## src/rtl/pll_sup_pkg.sv

```systemverilog
// Shared definitions for the PLL lock supervisor.
//   pll_sup_state_e : supervisor state (HOLD, WAIT_LOCK, LOCKED)
//   RELOCK_W        : width of the relock statistics counter
//   cnt_width()     : counter width for a modulus, never below 1 bit
package pll_sup_pkg;

  typedef enum logic [1:0] {
    HOLD      = 2'd0,
    WAIT_LOCK = 2'd1,
    LOCKED    = 2'd2
  } pll_sup_state_e;

  localparam int RELOCK_W = 8;

  function automatic int cnt_width(input int n);
    return (n > 1) ? $clog2(n) : 1;
  endfunction

endpackage

```

## src/rtl/cdc_sync.sv

```systemverilog
// Generic N-flop single-bit synchronizer.
// Ports:
//   clock : destination clock
//   reset : synchronous active-high reset, clears every stage
//   d     : asynchronous input bit
//   q     : synchronized output, STAGES cycles of latency
module cdc_sync #(
  parameter int STAGES = 2
) (
  input  logic clock,
  input  logic reset,
  input  logic d,
  output logic q
);

  logic [STAGES-1:0] sync_p;

  always_ff @(posedge clock) begin
    if (reset) begin
      sync_p <= '0;
    end else begin
      sync_p[0] <= d;
      for (int i = 1; i < STAGES; i++) begin
        sync_p[i] <= sync_p[i-1];
      end
    end
  end

  assign q = sync_p[STAGES-1];

endmodule

```

## src/rtl/pll_lock_supervisor.sv

```systemverilog
// PLL lock supervisor, running on the free-running oscillator clock.
// Holds the PLL in reset, waits for a stable synchronized lock, retries the
// PLL on lock timeout, and re-initialises it when lock is lost.
// Ports:
//   clock        : oscillator clock
//   reset        : synchronous active-high reset
//   pll_lock     : PLL LOCK, asynchronous to clock
//   pll_resetb   : PLL reset, active low (registered)
//   locked       : lock confirmed stable (registered)
//   fail         : sticky, MAX_RETRY consecutive timeouts seen
//   relock_count : saturating count of LOCKED->HOLD transitions
// Build option: define PLL_SUPERVISOR_STATS_EN to implement relock_count;
// otherwise the port is tied to zero.
module pll_lock_supervisor
  import pll_sup_pkg::*;
#(
  parameter int HOLD_LEN     = 16,
  parameter int STABLE_LEN   = 64,
  parameter int LOCK_TIMEOUT = 4096,
  parameter int MAX_RETRY    = 8
) (
  input  logic                clock,
  input  logic                reset,
  input  logic                pll_lock,
  output logic                pll_resetb,
  output logic                locked,
  output logic                fail,
  output logic [RELOCK_W-1:0] relock_count
);

  localparam int HOLD_W  = cnt_width(HOLD_LEN);
  localparam int STAB_W  = cnt_width(STABLE_LEN);
  localparam int TMO_W   = cnt_width(LOCK_TIMEOUT);
  // Retry count must be able to hold MAX_RETRY itself.
  localparam int RETRY_W = cnt_width(MAX_RETRY + 1);

  localparam logic [HOLD_W-1:0]  HOLD_LAST   = HOLD_W'(HOLD_LEN - 1);
  localparam logic [STAB_W-1:0]  STAB_LAST   = STAB_W'(STABLE_LEN - 1);
  localparam logic [TMO_W-1:0]   TMO_LAST    = TMO_W'(LOCK_TIMEOUT - 1);
  localparam logic [RETRY_W-1:0] RETRY_MAX   = RETRY_W'(MAX_RETRY);
  localparam logic [RETRY_W-1:0] RETRY_ALERT = RETRY_W'(MAX_RETRY - 1);

  pll_sup_state_e      state;
  logic [HOLD_W-1:0]   hold_cnt;
  logic [STAB_W-1:0]   stab_cnt;
  logic [TMO_W-1:0]    tmo_cnt;
  logic [RETRY_W-1:0]  retry_cnt;
  logic                lock_s;

  // Synchronizer stage: pll_lock -> lock_s, two cycles of latency
  cdc_sync #(
    .STAGES (2)
  ) u_lock_sync (
    .clock (clock),
    .reset (reset),
    .d     (pll_lock),
    .q     (lock_s)
  );

  // State stage: pll_resetb and locked are registered decodes of the next state
  always_ff @(posedge clock) begin
    if (reset) begin
      state      <= HOLD;
      hold_cnt   <= '0;
      stab_cnt   <= '0;
      tmo_cnt    <= '0;
      retry_cnt  <= '0;
      pll_resetb <= 1'b0;
      locked     <= 1'b0;
      fail       <= 1'b0;
    end else begin
      case (state)
        HOLD: begin
          if (hold_cnt == HOLD_LAST) begin
            state      <= WAIT_LOCK;
            hold_cnt   <= '0;
            tmo_cnt    <= '0;
            stab_cnt   <= '0;
            pll_resetb <= 1'b1;
          end else begin
            hold_cnt <= hold_cnt + 1'b1;
          end
        end

        WAIT_LOCK: begin
          tmo_cnt  <= tmo_cnt + 1'b1;
          stab_cnt <= lock_s ? stab_cnt + 1'b1 : '0;
          // Stable lock takes priority over a coincident timeout.
          if (lock_s && (stab_cnt == STAB_LAST)) begin
            state     <= LOCKED;
            locked    <= 1'b1;
            retry_cnt <= '0;
          end else if (tmo_cnt == TMO_LAST) begin
            state      <= HOLD;
            hold_cnt   <= '0;
            pll_resetb <= 1'b0;
            if (retry_cnt != RETRY_MAX) begin
              retry_cnt <= retry_cnt + 1'b1;
            end
            // This timeout brings (or keeps) the count at MAX_RETRY.
            if (retry_cnt >= RETRY_ALERT) begin
              fail <= 1'b1;
            end
          end
        end

        LOCKED: begin
          if (!lock_s) begin
            state      <= HOLD;
            hold_cnt   <= '0;
            locked     <= 1'b0;
            pll_resetb <= 1'b0;
          end
        end

        default: begin
          state      <= HOLD;
          hold_cnt   <= '0;
          locked     <= 1'b0;
          pll_resetb <= 1'b0;
        end
      endcase
    end
  end

`ifdef PLL_SUPERVISOR_STATS_EN
  logic [RELOCK_W-1:0] relock_q;

  // Statistics stage: counts lock losses, sticks at all-ones
  always_ff @(posedge clock) begin
    if (reset) begin
      relock_q <= '0;
    end else if ((state == LOCKED) && !lock_s && (relock_q != '1)) begin
      relock_q <= relock_q + 1'b1;
    end
  end

  assign relock_count = relock_q;
`else
  assign relock_count = '0;
`endif

endmodule
```

## config.mk

```make
export PLATFORM = sky130hd
export DESIGN_NAME = pll_lock_supervisor
export DESIGN_NICKNAME = d
export VERILOG_FILES = /design/src/rtl/pll_sup_pkg.sv /design/src/rtl/cdc_sync.sv /design/src/rtl/pll_lock_supervisor.sv
export SDC_FILE = /design/constraint.sdc
export NUM_CORES = 1
export LEC_CHECK = 0
export CAP_MARGIN = 20
export CORE_MARGIN = 2
export CORE_UTILIZATION = 57
export CTS_CLUSTER_DIAMETER = 80
export CTS_CLUSTER_SIZE = 28
export DETAILED_ROUTE_END_ITERATION = 6
export PLACE_DENSITY = 0.87
export SYNTH_ARGS = -nofsm -noshare
export SYNTH_HDL_FRONTEND = slang
export SYNTH_SLANG_ARGS = --single-unit
```

## constraint.sdc

```tcl
create_clock -name clock -period 2.4 [get_ports clock]
set_clock_uncertainty 0.05 [all_clocks]
set_input_delay 0.24 -clock clock [delete_from_list [all_inputs] [get_ports clock]]
set_output_delay 0.24 -clock clock [all_outputs]
set_load 0.01 [all_outputs]
```

==> results of run 1 <==
-- cell families after synthesis --
| logic type | count (synthesis) |
|---|---|
| adders and majority gates | 5 |
| AOI/OAI and AO/OA | 56 |
| muxes | 2 |
| buffers and inverters | 23 |
| other | 1 |
| and+or+nand+nor | 92 |
| DFF | 33 |
-- power breakdown --
part / internal, W / switching [W] / total (W)
registers: 0.000555 / 0.00000705 / 0.000562
clock network: 0.000138 / 0.000181 / 0.000319
logic: 0.0000142 / 0.0000226 / 0.0000368
total: 0.000707 / 0.000210 / 0.000917
-- stage by stage --
step / instances / area, sq um / hold slack [ns] / util (%) / total power [W]
4_1_cts: 249 / 1830 / 0.401 / 61.4 / 0.000924
3_5_place_dp: 242 / 1770 / 0.380 / 59.5 / 0.000611
5_1_grt: 249 / 1830 / 0.404 / 61.4 / 0.000948
2_1_floorplan: 219 / 1760 / 0.318 / - / 0.000610
3_3_place_gp: 242 / 1770 / 0.366 / 59.5 / 0.000610
6_report: 249 / 1830 / 0.394 / 61.4 / 0.000917
-- state kept, by name, indices dropped and copies added, names as in the netlist --
| signal | cells |
|---|---|
| state | 2 |
| hold_cnt | 4 |
| tmo_cnt | 12 |
| locked | 1 |
| pll_resetb | 1 |
| u_lock_sync.sync_p | 2 |
| stab_cnt | 6 |
| fail | 1 |
| retry_cnt | 4 |
-- cells in the final DEF (no fill, tap or decap), types with 3 or more instances in the layout --
| cell type | count |
|---|---|
| or4_1 | 3 |
| clkdlybuf4s50_1 | 5 |
| nor2_1 | 20 |
| a21oi_1 | 17 |
| ha_1 | 5 |
| o211ai_1 | 4 |
| nand2_1 | 15 |
| buf_4 | 4 |
| nand2b_1 | 3 |
| and2_1 | 3 |
| nand3_1 | 14 |
| dfxtp_1 | 33 |
| nor3_1 | 4 |
| nor2b_1 | 6 |
| a311oi_1 | 8 |
| nand4_1 | 6 |
| a211oi_1 | 3 |
| clkbuf_4 | 5 |
| o21ai_0 | 9 |
| inv_1 | 4 |
| a31oi_1 | 4 |
| conb_1 | 8 |
| nand3b_1 | 5 |
-- worst max path at each step --
stage	startpoint	endpoint	slack, ns
floorplan	tmo_cnt[0]$_SDFFE_PP0P_	retry_cnt[3]$_SDFFE_PP0P_	0.32
global placement	tmo_cnt[0]$_SDFFE_PP0P_	retry_cnt[3]$_SDFFE_PP0P_	0.32
detailed placement	tmo_cnt[0]$_SDFFE_PP0P_	retry_cnt[3]$_SDFFE_PP0P_	0.28
CTS	tmo_cnt[0]$_SDFFE_PP0P_	retry_cnt[3]$_SDFFE_PP0P_	0.27
global route	tmo_cnt[0]$_SDFFE_PP0P_	retry_cnt[3]$_SDFFE_PP0P_	0.14
finish	tmo_cnt[0]$_SDFFE_PP0P_	retry_cnt[3]$_SDFFE_PP0P_	0.26
-- worst max-delay path, cell delays in order (launching register included) --
cell and delay [ns]:
dfxtp_1 0.40, ha_1 0.23, nand2_1 0.13, or4_4 0.60, or4_1 0.52, a31oi_1 0.16
-- per-layer routing --
| layer | GRT usage (%) | part of all wire [%] |
|---|---|---|
| met1 | 27.1 | 47 |
| met2 | 33.5 | 46 |
| met3 | 7.64 | 4.6 |
| met4 | 14.3 | 2.6 |
| met5 | 0 | 0 |
-- layout make-up --
| type | instances | area (sq um) | area share (%) |
|---|---|---|---|
| repair buffers | 9 | 80.1 | 4.38 |
| multi-input cells | 163 | 976 | 53.4 |
| inverters | 4 | 15.0 | 0.821 |
| flip-flops and latches | 33 | 661 | 36.1 |
| well taps | 33 | 41.3 | 2.26 |
| clock buffers | 7 | 55.1 | 3.01 |
==> key figures, run 1 <==
Run status
  • Run status: complete, no violations

Place
  • Worst slack, placed: 0.278 ns
  • DP HPWL: 2.47 mm
  • Gpl congestion: 0.860
  • I/O Buffers: 5

Hold path
  • Hold Crit Class: flop to flop
  • Hold path startpoint: u_lock_sync.sync_p[0]$_SDFF_PP0_
  • Worst hold endpoint: u_lock_sync.sync_p[1]$_SDFF_PP0_
  • WHS Path Cells: 1

Clocking
  • Clk sink count: 33
  • Clock transition at the registers of the reported paths: 0.10 ns
  • Post-CTS Setup Inserts: 0
  • Htree depth: 2
  • Hold buffer count at CTS: 0
  • Skew-Pair Late Insertion Delay: 0.34 ns
  • CTS Buf Count: 5
  • Max clock buf depth: 2
  • PostCTS Resize Cnt: 0
  • Clk root buf: clkbuf_4
  • CTS tree: done

Worst setup path
  • Worst setup path class: flop to flop
  • R2R cell count: 5
  • Worst R2R Setup Slack: 0.26 ns
  • Worst Path Required: 2.63 ns
  • Reg2Reg Launch Point: tmo_cnt[0]$_SDFFE_PP0P_
  • Crit. End Element: flop
  • Worst reg2reg endpoint: retry_cnt[3]$_SDFFE_PP0P_
  • Worst setup SP type: flop
  • Critical Path AT: 2.37 ns
  • CP max FO: 10

Routing
  • First-pass detailed-route iteration total: 4
  • Routed len/inst: 14.0 um
  • Remaining DRCs: 0
  • Antenna-violating nets left: 0
  • Drt via density: 6.20
  • Initial DRC Count: 59
  • Detailed-route wire length: 3.49 mm
  • Via count: 1543

Logic synthesis
  • XOR/XNOR Fraction of Synth Area: 0%
  • Netlist cell types: 44
  • Yosys top cell area share: 38.1%
  • Commonest cells post-synth: 33 x dfxtp_1, 20 x nor2_1, 17 x a21oi_1
  • Synth top area cells: dfxtp_1 38%, a21oi_1 4.9%, nor2_1 4.3%
  • Seq/Total Area, Yosys: 38.1%
  • Most frequent cell after synthesis: dfxtp_1
  • Compound-gate portion of the synthesized area: 21.2%
  • #FFs+latches synth: 33
  • Simple-Gate Fraction of Synth Area: 28.5%
  • Yosys warns: 0
  • Post-synth EDFFs: 0
  • Synth Flop Type: dfxtp_1
  • Netlist Area Pre-Place: 1730 sq um
  • Dominant cell type by area after synthesis: dfxtp_1
  • Async set-reset flop share out of synthesis: 0%
  • Post-synthesis mux area share: 1.23%
  • Adder-cell share of the synthesized area: 3.61%
  • Synthesized area per cell: 8.18 sq um
  • Cells after synthesis: 212
  • Largest family of logic cells by synthesized area: simple AND/OR/NAND/NOR gates

Timing
  • Final setup fails: 0
  • Setup TNS: 0 ns
  • Hold Violations, Final: 0
  • Worst-margin pin slew: 0.588 ns
  • Final period util: 89.1%
  • RSZ-0062 raised after global routing: no
  • Fmax: 468 MHz
  • Final slew viol count: 0
  • Min setup slack post-route: 0.261 ns
  • Final worst path period need: 2.14 ns
  • Worst rel slew slack: 60.7%

Global routing
  • Vias in the first global route: 1381
  • Initial antenna violation count: 0
  • GR Util All Layers: 22.3%
  • Overflow after GRT: 0
  • First-pass GRT wire length: 5.83 mm
  • Largest net degree at the start of global routing: 21

Finish
  • Fillers: 256
  • Diodes inserted: 0
  • Share of cells above drive strength 1: 7.41%
  • Final #Nets: 224
  • Layout area overhead: 5.41%

Power and ir drop
  • Pleak: 0.618 nW
  • Max VDD drop: 0.402 mV
  • Cell Pwr Density: 502 nW/um^2

Die
  • Initial Utilization: 58.2%
  • Cell Rows: 20
  • I/O pin cnt: 14
  • Die Span X: 59.2 um
  • Overall die height: 59.2 um
  • Placeable Area: 2980 sq um
  • DIE AREA: 3500 sq um

Flow run
  • Number of max-cap violations: 0
(Power assumes the default switching activity.)
==> inputs of run 2 (changes only) <==
ABC_CLOCK_PERIOD_IN_PS = 2260   (was unset)
CORE_ASPECT_RATIO = 0.75   (was unset)
clock period = 2.26 ns   (was 2.4 ns; I/O delays follow)
==> run 2 against run 1 <==
Register-to-register slack worse by 0.099 ns. Non-clock buffer count is 1 higher. Fmax is 2.0% higher. Worst hold slack better by 0.0079 ns. Die area is 0.14% higher. Utilization is 2.9 points higher. Wire length is 3.5% higher. Via count is 0.78% higher. Clock-buffer cell count stayed put. Sequential cell count stayed put. Highest routed layer unchanged.
==> key figures, run 2 (synthesized netlist as in run 1, its figures left out) <==
Finish
  • Commonest cells after routing, fill and taps aside: 33 x dfxtp_1, 20 x nor2_1, 17 x a21oi_1
  • Max reg flops: 12 (unchanged)
  • Final instance area: 1870 sq um (+2.5%)
  • Fillers: 257 (+0.39%)
  • Share of cells above drive strength 1: 7.83% (+0.43 points)
  • Storage cell area: 661 sq um (unchanged)
  • Layout area overhead: 8.01%
  • Most common cell after layout, fill and taps aside: dfxtp_1
  • Final #Nets: 225 (+0.45%)
  • Biggest register: tmo_cnt
  • Biggest regs: tmo_cnt: 12 flops, stab_cnt: 6 flops
  • Diodes inserted: 0 (unchanged)
  • Area of the multi-input gates: 976 sq um (unchanged)

Global routing
  • GR Util All Layers: 23.4% (+1.1 points)
  • First-pass GRT wire length: 5.98 mm (+2.5%)
  • Overflow after GRT: 0 (unchanged)
  • Vias in the first global route: 1333 (-3.5%)
  • Largest net degree at the start of global routing: 21 (unchanged)
  • Initial antenna violation count: 0 (unchanged)

Clocking
  • Hold buffer count at CTS: 0 (unchanged)
  • Skew-Pair Late Insertion Delay: 0.29 ns (-0.05 ns)
  • Clk sink count: 33 (unchanged)
  • PostCTS Resize Cnt: 0 (unchanged)
  • Max clock buf depth: 2 (unchanged)
  • Clock transition at the registers of the reported paths: 0.07 ns (-0.03 ns)
  • Post-CTS Setup Inserts: 0 (unchanged)
  • Clk root buf: clkbuf_8
  • Htree depth: 2 (unchanged)
  • CTS tree: done
  • CTS Buf Count: 5 (unchanged)

Die
  • Die Span X: 67.7 um (+14%)
  • I/O pin cnt: 14 (unchanged)
  • Overall die height: 51.8 um (-12%)
  • DIE AREA: 3500 sq um (+0.14%)
  • Initial Utilization: 59.5% (+1.3 points)
  • Placeable Area: 2910 sq um (-2.1%)
  • Cell Rows: 17 (-15%)

Timing
  • Final worst path period need: 2.10 ns (-0.0410 ns)
  • RSZ-0062 raised after global routing: no
  • Worst hold slack: 0.402 ns (+0.00792 ns)
  • Final setup fails: 0 (unchanged)
  • Worst rel slew slack: 64.2% (+3.5 points)
  • Worst-margin pin slew: 0.535 ns (-0.0526 ns)
  • Min setup slack post-route: 0.162 ns (-0.0990 ns)
  • Fmax: 477 MHz (+2.0%)
  • Hold Violations, Final: 0 (unchanged)
  • Final slew viol count: 0 (unchanged)
  • Setup TNS: 0 ns (unchanged)
  • Final period util: 92.8% (+3.7 points)

Worst setup path
  • Crit. End Element: flop
  • Reg2Reg Launch Point: tmo_cnt[0]$_SDFFE_PP0P_
  • Critical Path AT: 2.26 ns (-0.11 ns)
  • Worst setup path class: flop to flop
  • Crit path launch: tmo_cnt[0]$_SDFFE_PP0P_
  • CP max FO: 5 (-5)
  • Worst setup SP type: flop
  • Worst Path Required: 2.42 ns (-0.21 ns)

Power and ir drop
  • P_sw: 0.000233 W (+11%)
  • Switching Share: 21.6% (-1.3 points)
  • Seq pwr share: 55.4% (-5.8 points)
  • Combinational share of power: 3.6% (-0.4 points)
  • Clock power share: 41.0% (+6.3 points)
  • Max VDD drop: 0.367 mV (-8.6%)
  • Pint: 0.000846 W (+20%)
  • Pleak: 0.635 nW (+2.8%)
  • Cell Pwr Density: 576 nW/um^2 (+15%)
  • Total power: 0.00108 W (+18%)

Routing
  • Routed len/inst: 14.2 um (+1.0%)
  • Initial DRC Count: 107 (+81%)
  • Remaining DRCs: 0 (unchanged)
  • First-pass detailed-route iteration total: 5 (+1)
  • Via count: 1555 (+0.78%)
  • Detailed-route wire length: 3.61 mm (+3.5%)
  • Drt via density: 6.10 (-1.6%)
  • Antenna-violating nets left: 0 (unchanged)

Hold path
  • Hold Crit Class: flop to flop
  • Hold path startpoint: u_lock_sync.sync_p[0]$_SDFF_PP0_

Place
  • DP HPWL: 2.45 mm (-1.0%)
  • Worst slack, placed: 0.177 ns (-0.101 ns)
  • Placed inst area: 1790 sq um (+0.78%)
  • Gpl congestion: 0.841 (-2.2%)
  • I/O Buffers: 5 (unchanged)

Run status
  • Run status: complete, no violations

Flow run
  • Number of max-cap violations: 0 (unchanged)
## run 2: path summary, 6_finish.rpt
| kind | endpoint | slack, ns | cells past startpoint |
|---|---|---|---|
| worst max register to register | retry_cnt[3]$_SDFFE_PP0P_ | 0.16 | 5 |
| worst max-delay path | retry_cnt[3]$_SDFFE_PP0P_ | 0.16 | 5 |
| worst min-delay path | u_lock_sync.sync_p[1]$_SDFF_PP0_ | 0.40 | 1 |
| worst min register to register | u_lock_sync.sync_p[1]$_SDFF_PP0_ | 0.40 | 1 |
## run 2: final cells by class
class                           instances  area share (%)
Tap cell                               38            2.54
Timing Repair Buffer                   10            4.68
Sequential cell                        33            35.3
Clock buffer                            7            4.61
Inverter                                4           0.802
Multi-Input combinational cell        163            52.1
## run 2: layer usage
metal  GRT usage [%]  vias up  part of all wire, %
met5               0        -                    0
met4            12.6        0                  1.3
li1                -      786                    -
met2            33.0       62                   42
met1            31.4      699                   50
met3            7.58        8                  6.8
## run 2: power groups by stage
| stage | logic (W) | registers [W] | clock network (W) |
|---|---|---|---|
| after floorplan | 0.0000398 | 0.000608 | 0 |
| after global placement | 0.0000388 | 0.000610 | 0 |
| after detailed placement | 0.0000392 | 0.000610 | 0 |
| after CTS | 0.0000392 | 0.000597 | 0.000455 |
| after global routing | 0.0000453 | 0.000598 | 0.000487 |
| final | 0.0000392 | 0.000598 | 0.000442 |
## run 2: through the flow
stage	std cells	utilization (%)
5_1_grt	255	64.3
6_report	255	64.3
3_3_place_gp	248	61.3
4_1_cts	255	64.3
3_5_place_dp	248	61.3
2_1_floorplan	219	-
## run 2: worst max-delay path: stages, from the launching register on
cell and delay (ns):
dfxtp_1 0.38, ha_1 0.23, nand2_1 0.13, or4_4 0.54, or4_1 0.51, a31oi_1 0.18
